`src/rtl/cronotermostato_pkg.sv`:
```
// Shared types and default constants for the chrono-thermostat.
// The ANTIFREEZE_EN macro is consumed by the top module.
package cronotermostato_pkg;
  typedef enum logic [1:0] {
    OFF  = 2'd0,
    IDLE = 2'd1,
    HEAT = 2'd2,
    HOLD = 2'd3
  } state_t;

  localparam int P_DEF_SP  = 40;
  localparam int P_HYST    = 2;
  localparam int P_MIN_ON  = 5;
  localparam int P_MIN_OFF = 3;
  localparam int P_ACC_W   = 11;
endpackage

```
`src/rtl/cronotermostato_if.sv`:
```
// Setpoint table write port.
// master drives the write, slave (the thermostat) receives it.
interface cronotermostato_if #(
  parameter int TW = 8
);
  logic          wr_en;
  logic [2:0]    wr_addr;
  logic [TW-1:0] wr_data;

  modport master (output wr_en, output wr_addr, output wr_data);
  modport slave  (input  wr_en, input  wr_addr, input  wr_data);
endinterface

```
`src/rtl/cronotermostato_sp_table.sv`:
```
// Per-hour setpoint storage with write port and registered read.
// Out-of-range addresses are ignored on write and hold sp_cur on read.
module sp_table #(
  parameter int SX_MAX = 6,
  parameter int TW     = 8,
  parameter int DEF_SP = 40
) (
  input  logic                clk,
  input  logic                rst,
  cronotermostato_if.slave    wr,
  input  logic [2:0]          ora,
  output logic [TW-1:0]       sp_cur
);
  logic [TW-1:0] r_tab [SX_MAX];

  always_ff @(posedge clk or negedge rst) begin
    if (!rst) begin
      for (int i = 0; i < SX_MAX; i++)
        r_tab[i] <= TW'(DEF_SP);
      sp_cur <= TW'(DEF_SP);
    end else begin
      if (wr.wr_en && (32'(wr.wr_addr) < SX_MAX))
        r_tab[wr.wr_addr] <= wr.wr_data;
      if (32'(ora) < SX_MAX)
        sp_cur <= r_tab[ora];
    end
  end
endmodule

```
`src/rtl/cronotermostato.sv`:
```
// Chrono-thermostat: hysteresis FSM with minimum on/off times and daily log.
// Optional `ANTIFREEZE_EN: heat from OFF when temp < AF_TEMP.
module cronotermostato
  import cronotermostato_pkg::*;
#(
  parameter int SX_MAX  = 6,
  parameter int DX_MAX  = 60,
  parameter int TW      = 8,
  parameter int DEF_SP  = P_DEF_SP,
  parameter int HYST    = P_HYST,
  parameter int MIN_ON  = P_MIN_ON,
  parameter int MIN_OFF = P_MIN_OFF
`ifdef ANTIFREEZE_EN
  ,
  parameter int AF_TEMP = 10
`endif
) (
  input  logic               clk,
  input  logic               rst,
  input  logic               en,
  input  logic [2:0]         ora,
  input  logic [5:0]         minuti,
  input  logic               done,
  input  logic [TW-1:0]      temp,
  cronotermostato_if.slave   wr,
  output logic               heater_on,
  output logic [TW-1:0]      sp_cur,
  output logic [1:0]         stato,
  output logic [P_ACC_W-1:0] heat_min_day
);
  localparam int MW = $clog2(DX_MAX);
  localparam int CW = 8;

  state_t             r_state;
  logic [CW-1:0]      r_cnt;
  logic [5:0]         r_min_prev;
  logic [P_ACC_W-1:0] r_acc;
  logic               w_tick;
  logic               w_af;
  logic [TW:0]        w_sum;
  logic [TW-1:0]      w_lo;
  logic [TW-1:0]      w_hi;
  logic [P_ACC_W-1:0] w_acc_nxt;

  sp_table #(
    .SX_MAX (SX_MAX),
    .TW     (TW),
    .DEF_SP (DEF_SP)
  ) u_sp_table (
    .clk    (clk),
    .rst    (rst),
    .wr     (wr),
    .ora    (ora),
    .sp_cur (sp_cur)
  );

  assign w_tick = minuti[MW-1:0] != r_min_prev[MW-1:0];
  assign w_sum  = {1'b0, sp_cur} + (TW+1)'(HYST);
  assign w_lo   = (sp_cur >= TW'(HYST)) ? sp_cur - TW'(HYST) : '0;

`ifdef ANTIFREEZE_EN
  logic r_af;
  assign w_af = r_af;
  // Antifreeze heating uses a fixed upper threshold
  assign w_hi = r_af ? TW'(AF_TEMP + HYST)
              : (w_sum[TW] ? '1 : w_sum[TW-1:0]);
`else
  assign w_af = 1'b0;
  assign w_hi = w_sum[TW] ? '1 : w_sum[TW-1:0];
`endif

  assign w_acc_nxt =
    ((r_state == HEAT) && w_tick && (r_acc != '1))
    ? r_acc + 1'b1 : r_acc;

  assign stato = r_state;

  always_ff @(posedge clk or negedge rst) begin
    if (!rst) begin
      r_min_prev   <= '0;
      r_acc        <= '0;
      heat_min_day <= '0;
    end else begin
      r_min_prev <= minuti;
      if (done) begin
        heat_min_day <= w_acc_nxt;
        r_acc        <= '0;
      end else begin
        r_acc <= w_acc_nxt;
      end
    end
  end

  always_ff @(posedge clk or negedge rst) begin
    if (!rst) begin
      r_state   <= OFF;
      heater_on <= 1'b0;
      r_cnt     <= '0;
`ifdef ANTIFREEZE_EN
      r_af      <= 1'b0;
`endif
    end else begin
      if (w_tick && (r_cnt != '0))
        r_cnt <= r_cnt - 1'b1;
      unique case (r_state)
        OFF: begin
          if (en) begin
            r_state   <= IDLE;
            heater_on <= 1'b0;
          end
`ifdef ANTIFREEZE_EN
          else if (temp < TW'(AF_TEMP)) begin
            r_state   <= HEAT;
            heater_on <= 1'b1;
            r_cnt     <= CW'(MIN_ON);
            r_af      <= 1'b1;
          end
`endif
        end
        IDLE: begin
          if (!en) begin
            r_state <= OFF;
          end else if (temp < w_lo) begin
            r_state   <= HEAT;
            heater_on <= 1'b1;
            r_cnt     <= CW'(MIN_ON);
          end
        end
        HEAT: begin
          if (!en && !w_af) begin
            r_state   <= OFF;
            heater_on <= 1'b0;
          end else if ((temp >= w_hi) && (r_cnt == '0)) begin
            r_state   <= HOLD;
            heater_on <= 1'b0;
            r_cnt     <= CW'(MIN_OFF);
`ifdef ANTIFREEZE_EN
            r_af      <= 1'b0;
`endif
          end
        end
        HOLD: begin
          if (!en)
            r_state <= OFF;
          else if (r_cnt == '0)
            r_state <= IDLE;
        end
        default: r_state <= OFF;
      endcase
    end
  end
endmodule
```
`src/flat_wrapper.sv`:
```
// flat-port wrapper written by rule: the top's interface ports become plain ports
module cronotermostato_flat import cronotermostato_pkg::*;
#(
  parameter int SX_MAX  = 6,
  parameter int DX_MAX  = 60,
  parameter int TW      = 8,
  parameter int DEF_SP  = P_DEF_SP,
  parameter int HYST    = P_HYST,
  parameter int MIN_ON  = P_MIN_ON,
  parameter int MIN_OFF = P_MIN_OFF

)
  (clk, rst, en, ora, minuti, done, temp, heater_on, sp_cur, stato, heat_min_day, wr_wr_en, wr_wr_addr, wr_wr_data);
  cronotermostato_if #(.TW(TW)) wr_i ();
  input  logic clk;
  input  logic rst;
  input  logic en;
  input  logic [2:0] ora;
  input  logic [5:0] minuti;
  input  logic done;
  input  logic [TW-1:0] temp;
  output logic heater_on;
  output logic [TW-1:0] sp_cur;
  output logic [1:0] stato;
  output logic [P_ACC_W-1:0] heat_min_day;
  input wire logic [$bits(wr_i.wr_en)-1:0] wr_wr_en;
  input wire logic [$bits(wr_i.wr_addr)-1:0] wr_wr_addr;
  input wire logic [$bits(wr_i.wr_data)-1:0] wr_wr_data;
  assign wr_i.wr_en = wr_wr_en;
  assign wr_i.wr_addr = wr_wr_addr;
  assign wr_i.wr_data = wr_wr_data;
  cronotermostato #(.SX_MAX(SX_MAX), .DX_MAX(DX_MAX), .TW(TW), .DEF_SP(DEF_SP), .HYST(HYST), .MIN_ON(MIN_ON), .MIN_OFF(MIN_OFF)) u_core (.clk(clk), .rst(rst), .en(en), .ora(ora), .minuti(minuti), .done(done), .temp(temp), .wr(wr_i), .heater_on(heater_on), .sp_cur(sp_cur), .stato(stato), .heat_min_day(heat_min_day));
endmodule
```
`config.mk`:
```
export PLATFORM = sky130hd
export DESIGN_NAME = cronotermostato_flat
export DESIGN_NICKNAME = d
export VERILOG_FILES = /design/src/rtl/cronotermostato_pkg.sv /design/src/rtl/cronotermostato_if.sv /design/src/rtl/cronotermostato_sp_table.sv /design/src/rtl/cronotermostato.sv /design/src/flat_wrapper.sv
export SDC_FILE = /design/constraint.sdc
export NUM_CORES = 1
export LEC_CHECK = 0
export ABC_AREA = 1
export CAP_MARGIN = 20
export CORE_MARGIN = 4
export CORE_UTILIZATION = 49
export CTS_BUF_LIST = sky130_fd_sc_hd__clkbuf_2 sky130_fd_sc_hd__clkbuf_4 sky130_fd_sc_hd__clkbuf_8
export CTS_CLUSTER_SIZE = 16
export DETAILED_ROUTE_END_ITERATION = 10
export PLACE_DENSITY = 0.79
export SLEW_MARGIN = 20
export SYNTH_ARGS = -nofsm -noshare
export SYNTH_HDL_FRONTEND = slang
export SYNTH_SLANG_ARGS = --single-unit
```
`constraint.sdc`:
```
create_clock -name clk -period 2.8 [get_ports clk]
set_input_delay 0.56 -clock clk [delete_from_list [all_inputs] [get_ports clk]]
set_output_delay 0.56 -clock clk [all_outputs]
set_load 0.02 [all_outputs]
```
==> flow_summary.json, run 1 <==
{
  "status": "finished, final reports clean",
  "clk_path_buf_depth": 2,
  "synth_ff_type": "dfrtp_1",
  "ys_ff_latch": 95,
  "cp-start-kind": "flop",
  "drt_iter0_drc": 310,
  "viasPerCell": 5.34,
  "place_area_um2": 5810,
  "yosysTopAreaCell": "dfrtp_1",
  "synth_edf_count": 0,
  "first_pass_iters": 5,
  "port_buffers": 54,
  "final_cells": 816,
  "synth.most_common_cell": "nand2_1",
  "design_area_um2": 6110,
  "synth_top_area_share_pct": 39.5,
  "fp.dieArea_um2": 12200,
  "crit_family": "simple AND/OR/NAND/NOR gates",
  "cp_max_fo": 6,
  "totalPowerFinal_mw": 4.64,
  "io_pins": 55,
  "routed_wirelength_um": 11400,
  "dp_cells": 796,
  "finClkSkew_ns": 0.00830,
  "nets": 734,
  "critical_path_depth": 17,
  "critical_path.endpoint_type": "flop",
  "grt_pass1_wl_um": 19600,
  "clkSinkCount": 95,
  "syn_nets": 677,
  "core_area_um2": 10300,
  "rsz0062_at_grt": "yes",
  "cpMaxStageDelayCell": "dfstp_2",
  "path_cells": "inv_2 -> nor3_4 -> nand2_1 -> nor2_2 -> nand3_2 -> inv_4 -> nor2_1 -> ha_1 -> nand2_2 -> nor2_2 -> nand4_1 -> nand3_2 -> nand3_4 -> or2_1 -> nand2_1 -> inv_1 -> a21oi_2",
  "synthTopCellsByArea": "dfrtp_1 39%, nand2_1 11%, dfstp_2 7.2%",
  "ys_seq_area_share_pct": 46.6,
  "rows": 37,
  "slew_headroom_pct": 60.9,
  "synth_cell_type_count": 40,
  "max_freq_ghz": 0.371,
  "finalCritPeriodShare_pct": 96.3,
  "synth_cells": 618,
  "die_h_um": 110,
  "syn-cell-area_um2": 5140,
  "syn2layout_area_growth_pct": 19.0,
  "antenna_found_initial": 0,
  "insertion_delay_ns": 0.36,
  "grt_pass1_vias": 4160,
  "start_util_pct": 50.0,
  "worst-path-buf-inv": 3,
  "yosysWarnings": 0,
  "setup.worst_path.class": "reg2reg",
  "drive_above_1_share_pct": 13.1,
  "hold_path_class": "in2async",
  "gp_congestion": 0.831,
  "hold_viol_final": 0,
  "worst_path_largest_cell_delay_ns": 0.55,
  "ant_nets": 0,
  "tightestPinTransition_ns": 0.585,
  "crit_required_ns": 3.10,
  "cts_tree": "yes",
  "setup_viol_count_final": 0,
  "hold_buffers": 0,
  "grt-ovfl-total": 0,
  "critPathArrivalTime_ns": 3.00,
  "h-tree-depth": 3,
  "drv_cap": 0,
  "drv_slew": 0,
  "antenna-diode-count": 0,
  "powerDensity_nw_per_um2": 759,
  "avgRoutedWirePerCell_um": 14.0,
  "cts_made_buffers": 9,
  "root_buffer": "clkbuf_8",
  "leakage_nw": 2.85,
  "synthArstFlopShare_pct": 100,
  "grt_max_degree": 54,
  "fin_crit_ns": 2.70,
  "vdd.ir_drop.worst_mv": 0.356,
  "hpwlAfterDp_um": 8290,
  "vias": 4354,
  "route.detailed.drc": 0,
  "r2r_cells": 17,
  "die_x_um": 110,
  "synthTopCellsByCount": "156 x nand2_1, 81 x dfrtp_1, 65 x o21ai_0",
  "syn_area_per_cell_um2": 8.31,
  "clkTransAtPathRegs_ns": 0.09,
  "grtUsageTotal_pct": 20.4
}
## what timing repair did
action | CTS | global route
resized for setup | 2 | 19
buffers inserted | 0 | 4
endpoints found under the hold margin | 0 | 0
pin swaps | 0 | 14
endpoints found under the setup margin | 3 | 11
## worst register-to-register path, cell delays in order, from the launching register on
cell and delay [ns]:
dfstp_2 0.55, inv_2 0.05, nor3_4 0.18, nand2_1 0.10, nor2_2 0.16, nand3_2 0.11, inv_4 0.11, nor2_1 0.05
ha_1 0.31, nand2_2 0.07, nor2_2 0.13, nand4_1 0.13, nand3_2 0.13, nand3_4 0.10, or2_1 0.26, nand2_1 0.06
inv_1 0.04, a21oi_2 0.08
## report_power, final
group / leakage, nW / switching, mW / internal [mW]
sequential: 1.18 / 0.251 / 1.71
clock: 0.0981 / 0.470 / 0.432
combinational: 1.57 / 1.02 / 0.755
## metal layers
metal | vias up | global-route usage, % | wire length, um | share of wire, %
met5 | - | 0 | 0 | 0
met1 | 2075 | 28.2 | 5050 | 44
met4 | 0 | 5.19 | 89 | 0.78
met2 | 115 | 32.5 | 5630 | 49
li1 | 2153 | - | - | -
met3 | 11 | 4.95 | 667 | 5.8
## layout make-up
class	count	area [um^2]
clock buffers	10	138
clock inverters	6	60.1
fillers	891	4170
inverters	62	235
multi-input cells	444	2500
flip-flops and latches	95	2390
well taps	136	170
repair buffers	63	618
## stage by stage
stage	setup slack [ns]	TNS (ns)	utilization, %	hold slack [ns]
after floorplan	0.158	0	-	0.264
after global placement	0.168	0	56.6	0.460
after detailed placement	-0.00115	-0.00115	56.6	0.473
after CTS	0.0348	0	58.6	0.189
after global routing	-0.102	-0.556	59.5	0.198
final	0.104	0	59.5	0.180
## state kept, by name, summed over array words and instances (netlist names)
name / flops
u_core.r_acc: 11
u_core.u_sp_table.sp_cur: 8
u_core.stato: 2
u_core.heater_on: 1
u_core.r_cnt: 8
u_core.r_min_prev: 6
u_core.u_sp_table.r_tab: 48
u_core.heat_min_day: 11
## layout by cell type (no fill, tap or decap), types with 2 or more instances in the layout
cell             netlist  routed
nand2_2                4       7
nand3_2                2       4
nor2_1                51      48
nand2_1              156     153
clkbuf_8               0      10
mux2i_1                7       7
o211ai_1               2       2
o21ai_0               65      64
a21oi_2                2       2
o21ai_2                7       8
nand3_1               16      13
clkinvlp_4             0       2
dfrtp_1               81      81
nor3_4                 1       2
ha_1                  26      26
nor2_2                 1       4
a21oi_1               34      33
or2_1                  2       2
nand4_1                6       6
dfstp_2               14      14
a221oi_1               7       7
or2_2                  8       8
o21ai_1                8       8
inv_2                  4       6
a22oi_1                7       7
clkdlybuf4s50_1        0      53
clkinv_1               2       2
nor3_1                 6       5
xor2_1                16      16
clkinv_2               0       3
buf_4                  0       9
inv_1                 56      53
## cell families after synthesis
logic type               synth area share [%]
AO/OA/AOI/OAI                            15.5
flip-flops                               46.6
adder cells (fa/ha/maj)                  6.33
AND/OR/NAND/NOR                          21.2
XOR/XNOR                                 2.90
multiplexers                             1.36
buffers and inverters                    6.11
## final timing paths
kind                            slack, ns                                     from                                       to
worst max-delay path                 0.10  u_core.u_sp_table.sp_cur[3]$_DFFE_PN1N_                u_core.r_cnt[1]$_DFF_PN0_
max in group asynchronous            1.89                                      rst  u_core.u_sp_table.r_tab[37]$_DFFE_PN1P_
worst max register to register       0.10  u_core.u_sp_table.sp_cur[3]$_DFFE_PN1N_                u_core.r_cnt[1]$_DFF_PN0_
min in group clk                     0.49       u_core.heat_min_day[2]$_DFFE_PN0P_       u_core.heat_min_day[2]$_DFFE_PN0P_
worst min register to register       0.49       u_core.heat_min_day[2]$_DFFE_PN0P_       u_core.heat_min_day[2]$_DFFE_PN0P_
worst min-delay path                 0.18                                      rst              u_core.stato[0]$_DFFE_PN0P_
Note: power is estimated with default switching activity, not from simulation.
==> run 2: changes to the inputs <==
--- a/config.mk
+++ b/config.mk
@@ -12,7 +12,9 @@
 export CTS_BUF_LIST = sky130_fd_sc_hd__clkbuf_2 sky130_fd_sc_hd__clkbuf_4 sky130_fd_sc_hd__clkbuf_8
 export CTS_CLUSTER_SIZE = 16
 export DETAILED_ROUTE_END_ITERATION = 10
+export MAX_ROUTING_LAYER = met4
 export PLACE_DENSITY = 0.79
+export SETUP_SLACK_MARGIN = 0.15
 export SLEW_MARGIN = 20
 export SYNTH_ARGS = -nofsm -noshare
 export SYNTH_HDL_FRONTEND = slang
==> flow_summary.json, run 2 (same netlist as run 1, synthesis figures left out) <==
{
  "path_cells": "inv_2 -> nor3_2 -> nand2_1 -> nor2_2 -> nand3_2 -> inv_4 -> nor2_2 -> ha_1 -> a21oi_2 -> o21ai_1 -> nand2_1 -> nand3_2 -> nand3_2 -> or2_1 -> nand2_1 -> inv_1 -> a21oi_2",
  "hold_path_class": "in2async",
  "h-tree-depth": 3,
  "hpwlAfterDp_um": 8490,
  "route.detailed.drc": 0,
  "powerDensity_nw_per_um2": 766,
  "grt_max_degree": 52,
  "avgRoutedWirePerCell_um": 14.5,
  "grtUsageTotal_pct": 20.8,
  "antenna-diode-count": 0,
  "power_frac_clock_pct": 19.4,
  "vdd.ir_drop.worst_mv": 0.444,
  "io_pins": 55,
  "leakage_nw": 2.89,
  "slew_headroom_pct": 58.4,
  "top_regs": "u_core.u_sp_table.r_tab x48, u_core.heat_min_day x11, u_core.r_acc x11",
  "rsz0062_at_grt": "yes",
  "clkTransAtPathRegs_ns": 0.09,
  "fin_util_pct": 60.5,
  "nets": 738,
  "vias": 4399,
  "critical_path.endpoint_type": "flop",
  "crit_required_ns": 3.10,
  "p_sw_share_pct": 37.4,
  "routed_wirelength_um": 11900,
  "largest_reg_flops": 48,
  "setup.worst_path.class": "reg2reg",
  "pwr-share-seq_pct": 41.3,
  "cpMaxStageDelayCell": "dfstp_2",
  "dp_cells": 797,
  "hold_viol_final": 0,
  "tightestPinTransition_ns": 0.624,
  "drv_cap": 0,
  "fin_crit_ns": 2.77,
  "antenna_found_initial": 0,
  "die_h_um": 110,
  "drt_iter0_drc": 257,
  "ant_nets": 0,
  "regMostFlops": "u_core.u_sp_table.r_tab",
  "finClkSkew_ns": 0.0104,
  "whs_ns": 0.0844,
  "start_util_pct": 50.0,
  "grt_pass1_wl_um": 19400,
  "tns_ns": 0,
  "fp.dieArea_um2": 12200,
  "cts_tree": "yes",
  "grt_pass1_vias": 4228,
  "die_x_um": 110,
  "gp_congestion": 0.842,
  "crit_family": "simple AND/OR/NAND/NOR gates",
  "grt-ovfl-total": 0,
  "drv_slew": 0,
  "first_pass_iters": 5,
  "worst_path_largest_cell_delay_ns": 0.55,
  "clkSinkCount": 95,
  "port_buffers": 54,
  "root_buffer": "clkbuf_8",
  "finalCritPeriodShare_pct": 99.1,
  "critPathArrivalTime_ns": 3.07,
  "worst-path-buf-inv": 3,
  "clk_path_buf_depth": 2,
  "cp-start-kind": "flop",
  "p_int_mw": 2.98,
  "mostFrequentLayoutCells": "151 x nand2_1, 81 x dfrtp_1, 63 x o21ai_0",
  "final_cells": 820,
  "cts_made_buffers": 9,
  "max_freq_ghz": 0.360,
  "status": "finished, final reports clean",
  "p_switching_mw": 1.78,
  "insertion_delay_ns": 0.37,
  "viasPerCell": 5.36,
  "core_area_um2": 10300,
  "drive_above_1_share_pct": 15.6,
  "setup_viol_count_final": 0,
  "final_common_cell": "nand2_1",
  "hold_buffers": 0,
  "pwr-share-comb_pct": 39.4,
  "rows": 37,
  "syn2layout_area_growth_pct": 21.1,
  "cp_max_fo": 6
}
[run 2: metal layers]
layer	GRT usage (%)	vias up	wire, um
met4	8.71	0	186
met2	33.2	124	5850
met1	26.3	2098	5210
li1	-	2159	-
met5	-	-	0
met3	3.61	18	638
[run 2: worst paths after layout]
check                                                               to  cells after the start                               startpoint  slack (ns)
worst max-delay path                         u_core.r_cnt[1]$_DFF_PN0_                     17  u_core.u_sp_table.sp_cur[3]$_DFFE_PN1N_        0.03
worst min-delay path                    u_core.r_min_prev[2]$_DFF_PN0_                      1                                      rst        0.08
worst max register to register               u_core.r_cnt[1]$_DFF_PN0_                     17  u_core.u_sp_table.sp_cur[3]$_DFFE_PN1N_        0.03
worst min register to register  u_core.u_sp_table.r_tab[7]$_DFFE_PN0P_                      2   u_core.u_sp_table.r_tab[7]$_DFFE_PN0P_        0.48
max in group asynchronous       u_core.u_sp_table.r_tab[3]$_DFFE_PN1P_                      2                                      rst        2.06
min in group clk                u_core.u_sp_table.r_tab[7]$_DFFE_PN0P_                      2   u_core.u_sp_table.r_tab[7]$_DFFE_PN0P_        0.48
[run 2: repair_timing]
| item | CTS | global route |
|---|---|---|
| buffers inserted | 0 | 7 |
| endpoints found under the setup margin | 11 | 11 |
| pin swaps | 1 | 29 |
| gates resized for setup | 6 | 34 |
| cloned | 0 | 0 |
[run 2: cell type report]
cell class	instances	area [um^2]
Inverter	62	235
Sequential cell	95	2390
Timing Repair Buffer	67	656
Fill cell	902	4060
Clock inverter	3	42.5
Clock buffer	13	160
Multi-Input combinational cell	444	2560
Tap cell	136	170
[run 2: through the flow]
step / setup WS [ns] / total power, mW / area [um^2]
after floorplan: 0.158 / 3.10 / 5140
after global placement: 0.169 / 3.57 / 5820
after detailed placement: 0.0127 / 3.67 / 5820
after CTS: 0.153 / 4.61 / 6040
after global routing: -0.0720 / 5.10 / 6220
final: 0.0253 / 4.76 / 6220
[run 2: power groups by stage]
stage	clock, mW	combinational [mW]	sequential [mW]
5_1_grt	0.997	2.10	2.01
3_5_place_dp	0	1.68	1.98
2_1_floorplan	0	1.05	2.05
6_report	0.922	1.88	1.96
3_3_place_gp	0	1.61	1.96
4_1_cts	0.948	1.71	1.96
